[src/rtl/lamp_sqrt_unit_pkg.sv]
// lamp_sqrt_unit_pkg: shared widths and FSM state type for the mantissa sqrt unit
package lamp_sqrt_unit_pkg;
    localparam int LAMP_FLOAT_F_DW = 7;
    localparam int LAMP_SQRT_RES_W = 2 * (1 + LAMP_FLOAT_F_DW);
    typedef enum logic [2:0] {IDLE, ROOT, DIV, DONE, BYP} sqrtState_t;
endpackage

[src/rtl/lamp_sqrt_rstep.sv]
// lamp_sqrt_rstep: one restoring trial subtract, shared by the root and divide phases
module lamp_sqrt_rstep #(
    parameter int W = 18
) (
    input  logic [W-1:0] rem_i,
    input  logic [W-1:0] trial_i,
    output logic [W-1:0] rem_o,
    output logic         bit_o
);
    assign bit_o = rem_i >= trial_i;
    assign rem_o = bit_o ? rem_i - trial_i : rem_i;
endmodule

[src/rtl/lamp_sqrt_unit.sv]
// lamp_sqrt_unit: bit-serial mantissa sqrt / inverse sqrt, one result bit per cycle
module lamp_sqrt_unit
    import lamp_sqrt_unit_pkg::*;
#(
    parameter int MANT_W = 1 + LAMP_FLOAT_F_DW,
    parameter int RES_W  = 2 * MANT_W
) (
    input  logic              clk,
    input  logic              rst,
    input  logic              doSqrt_i,
    input  logic [MANT_W-1:0] s_i,
    input  logic              is_exp_odd_i,
    input  logic              invSqrt_i,
    input  logic              special_case_i,
    input  logic              flush_i,
    output logic              ready_o,
    output logic [RES_W-1:0]  res_o,
    output logic              sticky_o,
    output logic              valid_o
);
    localparam int CNT_W = $clog2(RES_W);
    localparam int REM_W = RES_W + 2;
    localparam int SHIFT = 2 * (RES_W - 1) - (MANT_W - 1);

    sqrtState_t         state;
    logic [CNT_W-1:0]   cnt;
    logic [2*RES_W-1:0] rad, rad_in;
    logic [REM_W-1:0]   rem, step_rem, step_trial, step_rem_o;
    logic [RES_W-1:0]   q, d;
    logic               step_bit, inv, root_sticky, accept, last;

    assign ready_o = state == IDLE || state == DONE;
    assign valid_o = (state == DONE || state == BYP) && !flush_i;
    assign accept  = doSqrt_i && ready_o && !flush_i;
    assign last    = cnt == '0;
    assign rad_in  = {{(2*RES_W-MANT_W){1'b0}}, s_i} << (is_exp_odd_i ? SHIFT + 1 : SHIFT);
    // ROOT brings down two radicand bits against 4q+1; DIV brings down a zero against the root
    assign step_rem   = state == DIV ? {rem[REM_W-2:0], 1'b0} : {rem[REM_W-3:0], rad[2*RES_W-1 -: 2]};
    assign step_trial = state == DIV ? {2'b00, q} : {q, 2'b01};

    lamp_sqrt_rstep #(.W(REM_W)) u_rstep (
        .rem_i   (step_rem),
        .trial_i (step_trial),
        .rem_o   (step_rem_o),
        .bit_o   (step_bit)
    );

    always_ff @(posedge clk) begin
        if (rst) begin
            state       <= IDLE;
            cnt         <= '0;
            rad         <= '0;
            rem         <= '0;
            q           <= '0;
            d           <= '0;
            inv         <= 1'b0;
            root_sticky <= 1'b0;
            res_o       <= '0;
            sticky_o    <= 1'b0;
        end else if (flush_i) begin
            state <= IDLE;
        end else begin
            case (state)
                IDLE, DONE: begin
                    state <= IDLE;
                    if (accept && special_case_i) begin
                        state    <= BYP;
                        res_o    <= '0;
                        sticky_o <= 1'b0;
                    end else if (accept) begin
                        state <= ROOT;
                        cnt   <= CNT_W'(RES_W - 1);
                        rad   <= rad_in;
                        rem   <= '0;
                        q     <= '0;
                        d     <= '0;
                        inv   <= invSqrt_i;
                    end
                end
                ROOT: begin
                    rad <= rad << 2;
                    rem <= step_rem_o;
                    q   <= {q[RES_W-2:0], step_bit};
                    cnt <= cnt - 1'b1;
                    if (last && inv) begin
                        state       <= DIV;
                        cnt         <= CNT_W'(RES_W - 1);
                        rem         <= REM_W'(1) << (RES_W - 2);
                        root_sticky <= step_rem_o != '0;
                    end else if (last) begin
                        state    <= DONE;
                        res_o    <= {q[RES_W-2:0], step_bit};
                        sticky_o <= step_rem_o != '0;
                    end
                end
                DIV: begin
                    rem <= step_rem_o;
                    d   <= {d[RES_W-2:0], step_bit};
                    cnt <= cnt - 1'b1;
                    if (last) begin
                        state    <= DONE;
                        res_o    <= {d[RES_W-2:0], step_bit};
                        sticky_o <= root_sticky || step_rem_o != '0;
                    end
                end
                default: state <= IDLE;
            endcase
        end
    end
endmodule

[config.mk]
export PLATFORM = sky130hd
export DESIGN_NAME = lamp_sqrt_unit
export DESIGN_NICKNAME = d
export VERILOG_FILES = /design/src/rtl/lamp_sqrt_unit_pkg.sv /design/src/rtl/lamp_sqrt_rstep.sv /design/src/rtl/lamp_sqrt_unit.sv
export SDC_FILE = /design/constraint.sdc
export NUM_CORES = 1
export LEC_CHECK = 0
export ABC_AREA = 0
export CORE_UTILIZATION = 33
export CTS_CLUSTER_DIAMETER = 50
export CTS_CLUSTER_SIZE = 25
export DETAILED_ROUTE_END_ITERATION = 10
export PLACE_DENSITY = 0.55
export SETUP_SLACK_MARGIN = 0.1
export SLEW_MARGIN = 25
export SYNTH_ARGS = -nofsm -noshare
export SYNTH_HDL_FRONTEND = slang
export SYNTH_HIERARCHICAL = 1
export SYNTH_SLANG_ARGS = --single-unit
[constraint.sdc]
create_clock -name clk -period 8.8 [get_ports clk]
set_input_delay 1.32 -clock clk [delete_from_list [all_inputs] [get_ports clk]]
set_output_delay 1.32 -clock clk [all_outputs]
set_load 0.03 [all_outputs]
* Word level (Yosys, flattened, before mapping)
Index checks and enable logic that the tools add are counted.
Word-level totals: bits of input ports 15, register bits after elaboration 106, output and inout bits 19
Cells by class: mux-type cells 34, magnitude comparators 1, reductions and logical operators 23, bitwise logic cells 2, shifts and indexed selects 1, eq/ne operators 10, add/subtract/negate cells 2
Operators by type and width (number):
- 2-to-1 mux 16 bit | 6
- 2-to-1 mux 32 bit | 2
- case mux 32 bit (2 select lines) | 1
- 2-to-1 mux 18 bit | 3
- 2-to-1 mux 17 bit | 3
- case mux 17 bit (3 select lines) | 1
- case mux 16 bit (3 select lines) | 1
- case mux 16 bit (2 select lines) | 1
- << shifter 8 x 5 -> 32 bit | 1
- case mux 15 bit (2 select lines) | 1
- greater-or-equal comparator 18 bit | 1
- nonzero test 18 bit | 1
- subtractor 18 bit | 1
- 2-to-1 mux 4 bit | 4
- AND reduction 4 bit | 4
- inequality test 2 bit (second input constant) | 6
- case mux 4 bit (3 select lines) | 1
- 2-to-1 mux 3 bit | 3
- case mux 3 bit (3 select lines) | 1
- equality test 3 x 2 -> 1 bit (second input constant) | 2
- AND reduction 6 bit | 1
- logical AND 1 bit | 5
- 2-to-1 mux 1 bit | 5
- logical NOT 4 bit | 1
- 12 further kinds | 17

* Logic depth before layout (Yosys ltp)
Gate-level depths: netlist (run 1).
word-level depth 8, depth in mapped cells 20, gate-level depth less buffers 17

* Modules after synthesis
The synthesis (run 1) kept the hierarchy.
Modules (own cells, without submodules):
- lamp_sqrt_unit | area each 4350.4 µm², cells each 496, times used 1
- lamp_sqrt_rstep | area each 1238.7 µm², cells each 165, times used 1

* Least setup slack after synthesis (run 1)
No wires, ideal clock.
kind register to register, start register state[0], end register sticky_o, stages on the path, launching flop included 21, arrival time 4123 ps, library setup time 134 ps, required time 8666 ps, setup slack 4542 ps, cell sequence dfxtp_1 > buf_2 > nand2b_1 > nor2_2 > clkbuf_1 > nor2b_1 > inv_1 > ha_1 > inv_1 > fa_1 > a21oi_2 > o221ai_2 > o211ai_1 > a21oi_2 > a211oi_4 > buf_12 > mux2_4 > nor4_1 > nand3_1 > o21ai_0 > a311oi_2
On the way: word-level cells in the longest chain between the ends 8, elaborated cells on any way between the ends 26, classes of those cells 1 x add/sub; 1 x order compare; 7 x eq/ne; 7 x mux; 10 x reduce/logical
Ends and longest elaborated chain:
- start: declaration | RTL line lamp_sqrt_unit.sv:25 | sqrtState_t state;
- start signal: assignment | RTL line lamp_sqrt_unit.sv:50 | state <= IDLE;
- start signal: assignment | RTL line lamp_sqrt_unit.sv:61 | state <= IDLE;
- start signal: assignment | RTL line lamp_sqrt_unit.sv:65 | state <= IDLE;
- equality test 3 x 2 -> 1 bit (*) | RTL line lamp_sqrt_unit.sv:38 | assign step_rem = state == DIV ? {rem[REM_W-2:0], 1'b0} : {rem[REM_W-3:0], rad[2*RES_W-1 -: 2]};
- 2-to-1 mux 18 bit (*) | RTL line lamp_sqrt_unit.sv:38
- via step_rem[0] | RTL line lamp_sqrt_unit.sv:28 | logic [REM_W-1:0] rem, step_rem, step_trial, step_rem_o;
- subtractor 18 bit / greater-or-equal comparator 18 bit (equally long branches) | RTL line lamp_sqrt_rstep.sv:11, lamp_sqrt_rstep.sv:10
- 2-to-1 mux 18 bit (*) | RTL line lamp_sqrt_rstep.sv:11 | assign rem_o = bit_o ? rem_i - trial_i : rem_i;
- via step_rem_o[13] | RTL line lamp_sqrt_unit.sv:28
- nonzero test 18 bit (*) | RTL line lamp_sqrt_unit.sv:93, lamp_sqrt_unit.sv:103
- 2-to-1 mux 1 bit / logical OR 1 bit (equally long branches) | RTL line lamp_sqrt_unit.sv:90, lamp_sqrt_unit.sv:103
- 2-to-1 mux 1 bit, on equally long branches | RTL line lamp_sqrt_unit.sv:85, lamp_sqrt_unit.sv:100
- case mux 1 bit (3 select lines) (*) | RTL line lamp_sqrt_unit.sv:63 | case (state)
- end signal: assignment | RTL line lamp_sqrt_unit.sv:69 | sticky_o <= 1'b0;
- end signal: assignment | RTL line lamp_sqrt_unit.sv:93 | sticky_o <= step_rem_o != '0;
- end signal: assignment | RTL line lamp_sqrt_unit.sv:103 | sticky_o <= root_sticky || step_rem_o != '0;
- end: declaration | RTL line lamp_sqrt_unit.sv:18 | output logic sticky_o,
Mark *: on every way through the listed nets, which the timed path passes. The rest lies on a longest branch. The select of a mux whose other input is x is not followed. A chain may end at the register's enable or synchronous reset.

* Worst setup path after layout (run 1)
start register state[1], end register sticky_o
Same word-level chain as after synthesis.

==> results by stage, run 1 <==
Setup path:
- The critical path is of the flip-flop to flip-flop type.
- The worst setup path is launched from a flip-flop.
- The signal on the critical path passes through nand2b_1 -> nor2_4 -> buf_4 -> mux2_2 -> fa_1 -> a21oi_2 -> o221ai_2 -> o211ai_1 -> a21oi_2 -> a211oi_4 -> buf_6 -> mux2_2 -> nor4_1 -> nand3_1 -> o21ai_0 -> a311oi_2.
- At the worst endpoint, the arrival time is 5.45 ns.
- For the worst flop-to-flop path, the logic depth is 16.
- The worst register-to-register path ends at sticky_o.
- STA classifies the critical path endpoint as a flip-flop.
- The slowest library cell on the worst path is dfxtp_1.
- The kind of cell with the highest combined delay along the critical path is compound AO/OA/AOI/OAI gates.
- On the worst path, the slowest cell contributes a delay of 0.56 ns.
- In this run the register-to-register setup slack is between 3 and 4 ns.
- The reg-to-reg startpoint is state[1].
- Along the worst path, the maximum fanout reaches 52.
- The worst path required time is 8.98 ns.
- The number of buffer and inverter stages on the critical path is 2.

Worst hold path:
- The type of the most critical hold path is flip-flop to flip-flop.
- The worst hold path was traced through 2 stages.
- The worst hold path terminates at rad[28].
- The start point of the worst hold path is rad[28].

Placement:
- Input and output buffers added on the ports amount to 33.
- Summed over all nets, the half-perimeter wirelength after detailed placement is 9920 um.
- Routability-driven placement finished with a final weighted congestion of 0.835.

Floorplan:
- The overall die area is 17500 sq um.
- From left edge to right edge, the die measures 132 um.
- The total I/O pin count is 34.
- The starting density of the core is 0.337.
- The die is between 100 and 150 um tall.
- The standard-cell row count is 47.
- The region available for standard cell placement spans 16600 sq um.

Timing:
- The post-route fraction of the period consumed by the critical path is 0.599.
- Setup repair after global routing left no endpoint under its margin.
- Based on the critical path, the design can be clocked at up to 190 MHz.
- The setup clock skew after layout is 0.00561 ns.
- The total setup violations reported at the end of the flow is 0.
- The final-report max-slew violation count is 0.
- At the pin with the least slew margin, the transition time is 0.939 ns.
- The hold violation total from the final report is 0.
- The final total negative setup slack is 0 ns.
- The relative max-transition margin is 0.373.
- The post-layout minimum cycle time is ~5.3 ns.

CTS:
- The number of buffers on the longest clock path is 2.
- The count of hold-fix buffers inserted at cts is 0.
- The clock tree from TritonCTS is done.
- The tree is rooted in a clkbuf_16.
- The number of clock buffers inserted by TritonCTS is 9.
- The clock slew seen by the registers of the worst setup and hold paths is 0.06 ns.
- The post-cts resize count is 0.
- In this run the number of H-tree levels came out at 3.
- After clock tree synthesis, the setup repair step added 0 buffers.
- The number of clock sinks seen by CTS is 90.
- Clock latency on the worst-skew pair, taken at its later pin, is 0.34 ns.

GRT:
- Entering global routing, the biggest net connects 91 pins.
- The first global-routing pass estimated 24000 um of wire.
- In the global route stage, overall resource usage came out at 0.168.
- The number of global-route vias before repair is 4654.
- Global routing finished with a remaining overflow of 0.
- The number of antenna violations at the first check in global routing is 0.

Power and ir drop:
- Summed over all cells, the static leakage comes to 2.29 nW.
- Across the VDD grid, the largest voltage drop is about 0.11 mV.
- The total chip power is 0.943 mW.
- The power density over the cells is 150 nW/um^2.

Layout:
- For this run, the post-layout net count is 700.
- The number of antenna repair diodes is 0.
- The top cell types in the final layout, fill and taps aside, are dfxtp_1 (90), nand2_1 (72), a21oi_1 (63), nand3_1 (44), mux2_2 (40).
- From synthesis to final layout, the design area changed by 12.8%.
- The library cell used most frequently in the layout, excluding fill and tap cells, is dfxtp_1.
- Of the cells placed in the final design, the portion with a size suffix greater than 1 is 0.149.

Route:
- The via total after detailed routing is roughly 4700.
- The total wire length is ~14000 um.
- The detailed router finished its first iteration with 345 violations.
- Dividing the detail-routed via count by the number of cells gives 5.28.
- The detail route stage leaves a number of antenna-violating nets equal to 0.
- In the routed design, unresolved DRC markers number 0.
- The first-pass iteration count of the detailed router is 5.
- After detailed routing, the average wire length per cell comes to 15.5 um.

Yosys:
- Yosys printed 6 warnings.
- The share of synthesized area occupied by flip-flops and latches is 0.322.
- The share of async-settable or async-resettable flops after synthesis is 0.
- The synthesized netlist occupies a cell area of ~5600 sq um.
- Counting distinct cell types in the post-synthesis netlist gives 66.
- The synthesized netlist cell count is 661.
- The commonest register cell after synthesis is dfxtp_1.
- The synthesized flop and latch total is 90.
- The average instance area after synthesis is 8.46 sq um.
- The number of enable flip-flop cells after synthesis is 0.
- The number of nets in the synthesized netlist is 696.

Status:
- The run finished with clean final reports.

Job:
- The max capacitance violation total is 0.
==> worst max path at each step <==
| stage | start | endpoint | slack [ns] | depth (start not counted) |
|---|---|---|---|---|
| 6_report | state[1] | sticky_o | 3.53 | 16 |
| 5_1_grt | state[1] | sticky_o | 3.08 | 16 |
| 4_1_cts | state[1] | sticky_o | 3.38 | 15 |
| 3_5_place_dp | state[1] | sticky_o | 3.40 | 15 |
| 3_3_place_gp | state[1] | sticky_o | 3.52 | 15 |
| 2_1_floorplan | state[0] | sticky_o | 4.54 | 20 |
==> cell usage after synthesis (all sizes together) (4+ instances only) <==
cell type / instances / area, sq um
nand3: 44 / 220
o21ai: 22 / 148
nor2: 39 / 149
dfxtp: 90 / 1800
a22oi: 16 / 120
inv: 27 / 101
ha: 19 / 238
nor3: 6 / 30.0
a211oi: 7 / 87.6
xor2: 9 / 78.8
a21oi: 67 / 358
nor2b: 8 / 50.1
nor3b: 5 / 42.5
mux2: 47 / 556
or3: 4 / 25.0
buf: 31 / 205
nor4: 5 / 31.3
mux2i: 11 / 110
nand2b: 21 / 131
clkbuf: 19 / 71.3
xnor2: 7 / 68.8
a22o: 15 / 131
nand4: 19 / 119
o211ai: 14 / 105
nand2: 73 / 277
==> area by class of cell <==
class,count,area (sq um)
fill,1687,10300
multi-input combinational,494,3430
sequential,90,1800
timing repair buffer,43,408
tap,220,275
clock buffer,13,250
inverter,27,101
clock inverter,2,37.5
==> stage by stage <==
step	hold WS [ns]	instance area, sq um	setup WS, ns	cells	utilization
finish	0.457	6310	3.53	889	0.380
global route	0.485	6310	3.08	889	0.380
CTS	0.459	6280	3.38	886	0.379
detailed placement	0.445	5990	3.40	871	0.361
global placement	0.437	5990	3.52	871	0.361
floorplan	0.432	5590	4.54	661	-
==> registers in the layout, indices dropped and copies added (netlist names) <==
name	cells
cnt	4
d	15
inv	1
q	16
rad	16
rem	17
res_o	16
root_sticky	1
state	3
sticky_o	1
==> report_power, final <==
group | switching (mW) | internal [mW] | total [mW]
clock | 0.150 | 0.227 | 0.377
sequential | 0.00379 | 0.412 | 0.415
combinational | 0.0835 | 0.0672 | 0.151
total | 0.237 | 0.706 | 0.943
==> cells by family (layout without fill, tap and decap cells) <==
kind of cell,Yosys count,after routing,share of synthesized area
mux,58,58,0.119
xor+xnor,16,16,0.0264
simple gates,235,235,0.209
fa+ha+maj,20,20,0.0461
buf+inv,77,85,0.0676
flops,90,90,0.322
compound gates,165,165,0.210
==> per-layer routing <==
metal | wire length [um] | GRT usage | share of wire
met2 | 6160 | 0.265 | 0.45
met5 | 0 | 0 | 0
met1 | 7050 | 0.235 | 0.51
met3 | 391 | 0.0246 | 0.028
met4 | 175 | 0.0543 | 0.013
==> worst min-delay path, cell delays in order (launching register included) <==
cell     delay, ns
dfxtp_1       0.31
nand2_1       0.05
a21oi_1       0.05
No activity file was read; power rests on OpenSTA's default activity.
==> inputs of run 2 (changes only) <==
clock period = 5 ns   (was 8.8 ns; I/O delays follow)
==> run 2 against run 1 <==
  * Sequential power is 76% higher
  * Global-route usage is 0.47 points lower
  * Critical path depth is 2 higher
  * Count of clock-buffer cells in the layout is 4 lower
  * Clock power is 80% higher
  * Final area is 1.3% higher
  * Setup slack worse by 3.0 ns
  * Non-clock buffer count is 7 higher
  * Power is 78% higher
  * Wire length is 1.5% higher
  * Combinational power is 81% higher
  * Critical endpoint unchanged
  * Largest power group unchanged
  * Highest routed layer unchanged
==> results by stage, run 2 (synthesized netlist as in run 1, its figures left out) <==
Status:
- The run finished with clean final reports.

CTS:
- The count of hold-fix buffers inserted at cts is 0 (unchanged).
- The number of clock sinks seen by CTS is 90 (unchanged).
- The clock insertion delay at the later pin of the skew report is 0.34 ns (about the same).
- The number of clock buffers inserted by TritonCTS is 9 (unchanged).
- The depth of the CTS H-tree came to 3 (unchanged).
- The clock slew seen by the registers of the worst setup and hold paths came to 0.07 ns (about the same).
- The number of buffers on the longest clock path came to 2 (unchanged).
- TritonCTS built the clock tree.
- The cell sitting at the root of the clock tree is a clkbuf_16.

Layout:
- The number of antenna repair diodes is 0 (unchanged).
- The largest register by flop count is rem.
- The most common library cell in the layout ignoring fill and taps is dfxtp_1.
- In the layout the commonest cells are dfxtp_1 (90), nand2_1 (72), a21oi_1 (63), nand3_1 (44), mux2_2 (40).
- The number of flip-flops under the largest register name came to 17 (unchanged).
- The number of nets in the layout was 708 (+1.1%).
- The post-synthesis to final-layout area growth is 14.3%.
- The final instance area was 6390 sq um (+1.3%).
- The ratio of cells with drive above 1 in the final layout was 0.165 (+0.0157).
- The post-route non-filler standard cell count was 898 (+1.0%).
- The core occupancy in the finished layout is 0.385 (+0.00505).

Floorplan:
- The standard-cell row count is 47 (unchanged).
- The vertical die dimension came to 132 um (unchanged).
- The total I/O pin count was 34 (unchanged).
- The starting density of the core is 0.337 (unchanged).
- The width of the die is 132 um (unchanged).
- The overall die area is 17500 sq um (unchanged).
- The placeable core region is 16600 sq um (unchanged).

Route:
- The number of antenna-violating nets in the routed design is 0 (unchanged).
- The via density per instance came to 5.26 (-0.39%).
- The first-pass iteration count of the detailed router came to 5 (unchanged).
- The total wire length came to 14000 um (+1.5%).
- The DRC violation total after the first TritonRoute iteration came to 318 (-7.8%).
- The via total after detailed routing is 4722 (+0.62%).
- The top routing layer in use is met4.
- The met2 wire length is 6400 um (+3.8%).
- The post-detailed-route wirelength per cell is 15.6 um (+0.47%).
- The amount of wire on met3 after detailed routing is 451 um (+15%).
- The detailed-routing wirelength on met1 is 7020 um (-0.54%).
- The number of remaining DRC errors is 0 (unchanged).

Timing:
- The worst hold slack after final layout is 0.454 ns (-0.00329 ns).
- The post-route fraction of the period consumed by the critical path is 0.890 (+0.291).
- The setup clock skew after layout is 0.00726 ns (+0.00165 ns).
- The maximum frequency from static timing analysis came to 225 MHz (+18%).
- The worst-case setup margin in the final layout is 0.551 ns (-2.98 ns).
- The transition at the pin with the smallest max-transition slack came to 0.969 ns (+0.0296 ns).
- The relative max-transition margin is 0.353 (-0.0197).
- The post-layout minimum cycle time is 4.45 ns (-0.823 ns).
- The final-report max-slew violation count is 0 (unchanged).
- The hold violation total from the final report is 0 (unchanged).
- Setup repair after global routing left no endpoint under its margin.
- The final total negative setup slack is 0 ns (unchanged).
- The total setup violations reported at the end of the flow is 0 (unchanged).

Placement:
- The routability-driven placement congestion ratio is 0.831 (-0.52%).
- The number of buffers added on ports was 33 (unchanged).
- The HPWL reported at the end of detailed placement came to 10200 um (+3.0%).
- The post-place instance area is 6040 sq um (+0.88%).
- The pre-CTS setup slack is 0.292 ns (-3.11 ns).
- The number of placed instances, taps included is 878 (+0.80%).

GRT:
- The all-layer global routing usage is 0.163 (-0.00474).
- The number of global-route vias before repair is 4601 (-1.1%).
- The global-route wire length before repair came to 23300 um (-2.8%).
- The pin count of the biggest net entering global routing is 91 (unchanged).
- The total overflow reported by the global router is 0 (unchanged).
- The number of antenna violations at the first check in global routing was 0 (unchanged).

Setup path:
- The critical path startpoint category is a flip-flop.
- The nature of the critical path endpoint is a flip-flop.
- The critical path arrival is 4.63 ns (-0.82 ns).
- The largest individual stage delay along the critical path comes from the cell nor4_1.
- The endpoint identified for the worst register-to-register timing path is sticky_o.
- The worst setup path is of the flip-flop to flip-flop kind.
- The reg-to-reg startpoint is state[0].
- The worst path required time is 5.18 ns (-3.80 ns).
- The critical path starts at state[0].
- The minimum setup slack among reg-to-reg paths is 0.55 ns (-2.98 ns).
- Traced cell by cell, the critical path runs through nand2b_1 -> nor2_4 -> buf_12 -> buf_4 -> mux2_2 -> inv_1 -> ha_1 -> a21oi_4 -> nand2_2 -> a221oi_2 -> a21oi_2 -> a211oi_4 -> buf_4 -> mux2_2 -> nor4_1 -> nand3_1 -> o21ai_0 -> a311oi_2.
- The largest stage delay on the critical path came to 0.40 ns (-0.16 ns).
- Among cell families on the critical path, the largest total delay comes from compound AO/OA/AOI/OAI gates.
- The depth of the worst register-to-register path is 18 (+2).
- The biggest fanout along the worst timing path came to 11 (-79%).
- The number of buffer and inverter stages on the critical path is 4 (+2).

Worst hold path:
- The instance count along the most critical hold path is 2 (unchanged).
- The min-delay analysis places its worst path in the category flip-flop to flip-flop.
- The path with the worst hold slack has its endpoint at rad[29].
- The worst hold path begins at rad[29].

Power and ir drop:
- The worst vdd rail ir drop was 0.126 mV (+18%).
- The total chip power is 1.68 mW (+78%).
- The power density over the cells is 263 nW/um^2 (+76%).
- The standby leakage power is 2.34 nW (+2.2%).

Job:
- The max capacitance violation total is 0 (unchanged).
## run 2: worst max path at each step
stage	depth (start not counted)	to	slack [ns]
floorplan	20	sticky_o	0.74
CTS	17	sticky_o	0.26
finish	18	sticky_o	0.55
detailed placement	17	sticky_o	0.29
global route	18	sticky_o	0.19
global placement	17	sticky_o	0.42
## run 2: final cells by class
| type | count | area (sq um) |
|---|---|---|
| tap | 220 | 275 |
| clock inverter | 7 | 73.8 |
| sequential | 90 | 1800 |
| fill | 1693 | 10200 |
| timing repair buffer | 50 | 469 |
| inverter | 27 | 101 |
| clock buffer | 9 | 225 |
| multi-input combinational | 495 | 3440 |
## run 2: worst register-to-register path, delay by kind of cell (launching register included)
kind	cells	cell delay, ns
mux	2	0.71
simple gates	5	1.15
flops	1	0.31
compound gates	6	1.20
buf+inv	4	0.60
fa+ha+maj	1	0.32
## run 2: routing by layer
layer,up-vias,global-route usage
met5,-,0
met3,9,0.0235
met1,2237,0.226
li1,2396,-
met2,80,0.264
met4,0,0.0426
## run 2: what timing repair did
action                                  4_1_cts  5_1_grt
endpoints found under the setup margin        0        1
setup buffers                                 0        1
gates resized for setup                       0        1
## run 2: power breakdown
part / switching [mW] / internal, mW
combinational: 0.153 / 0.120
clock: 0.289 / 0.391
sequential: 0.00557 / 0.724
total: 0.448 / 1.23
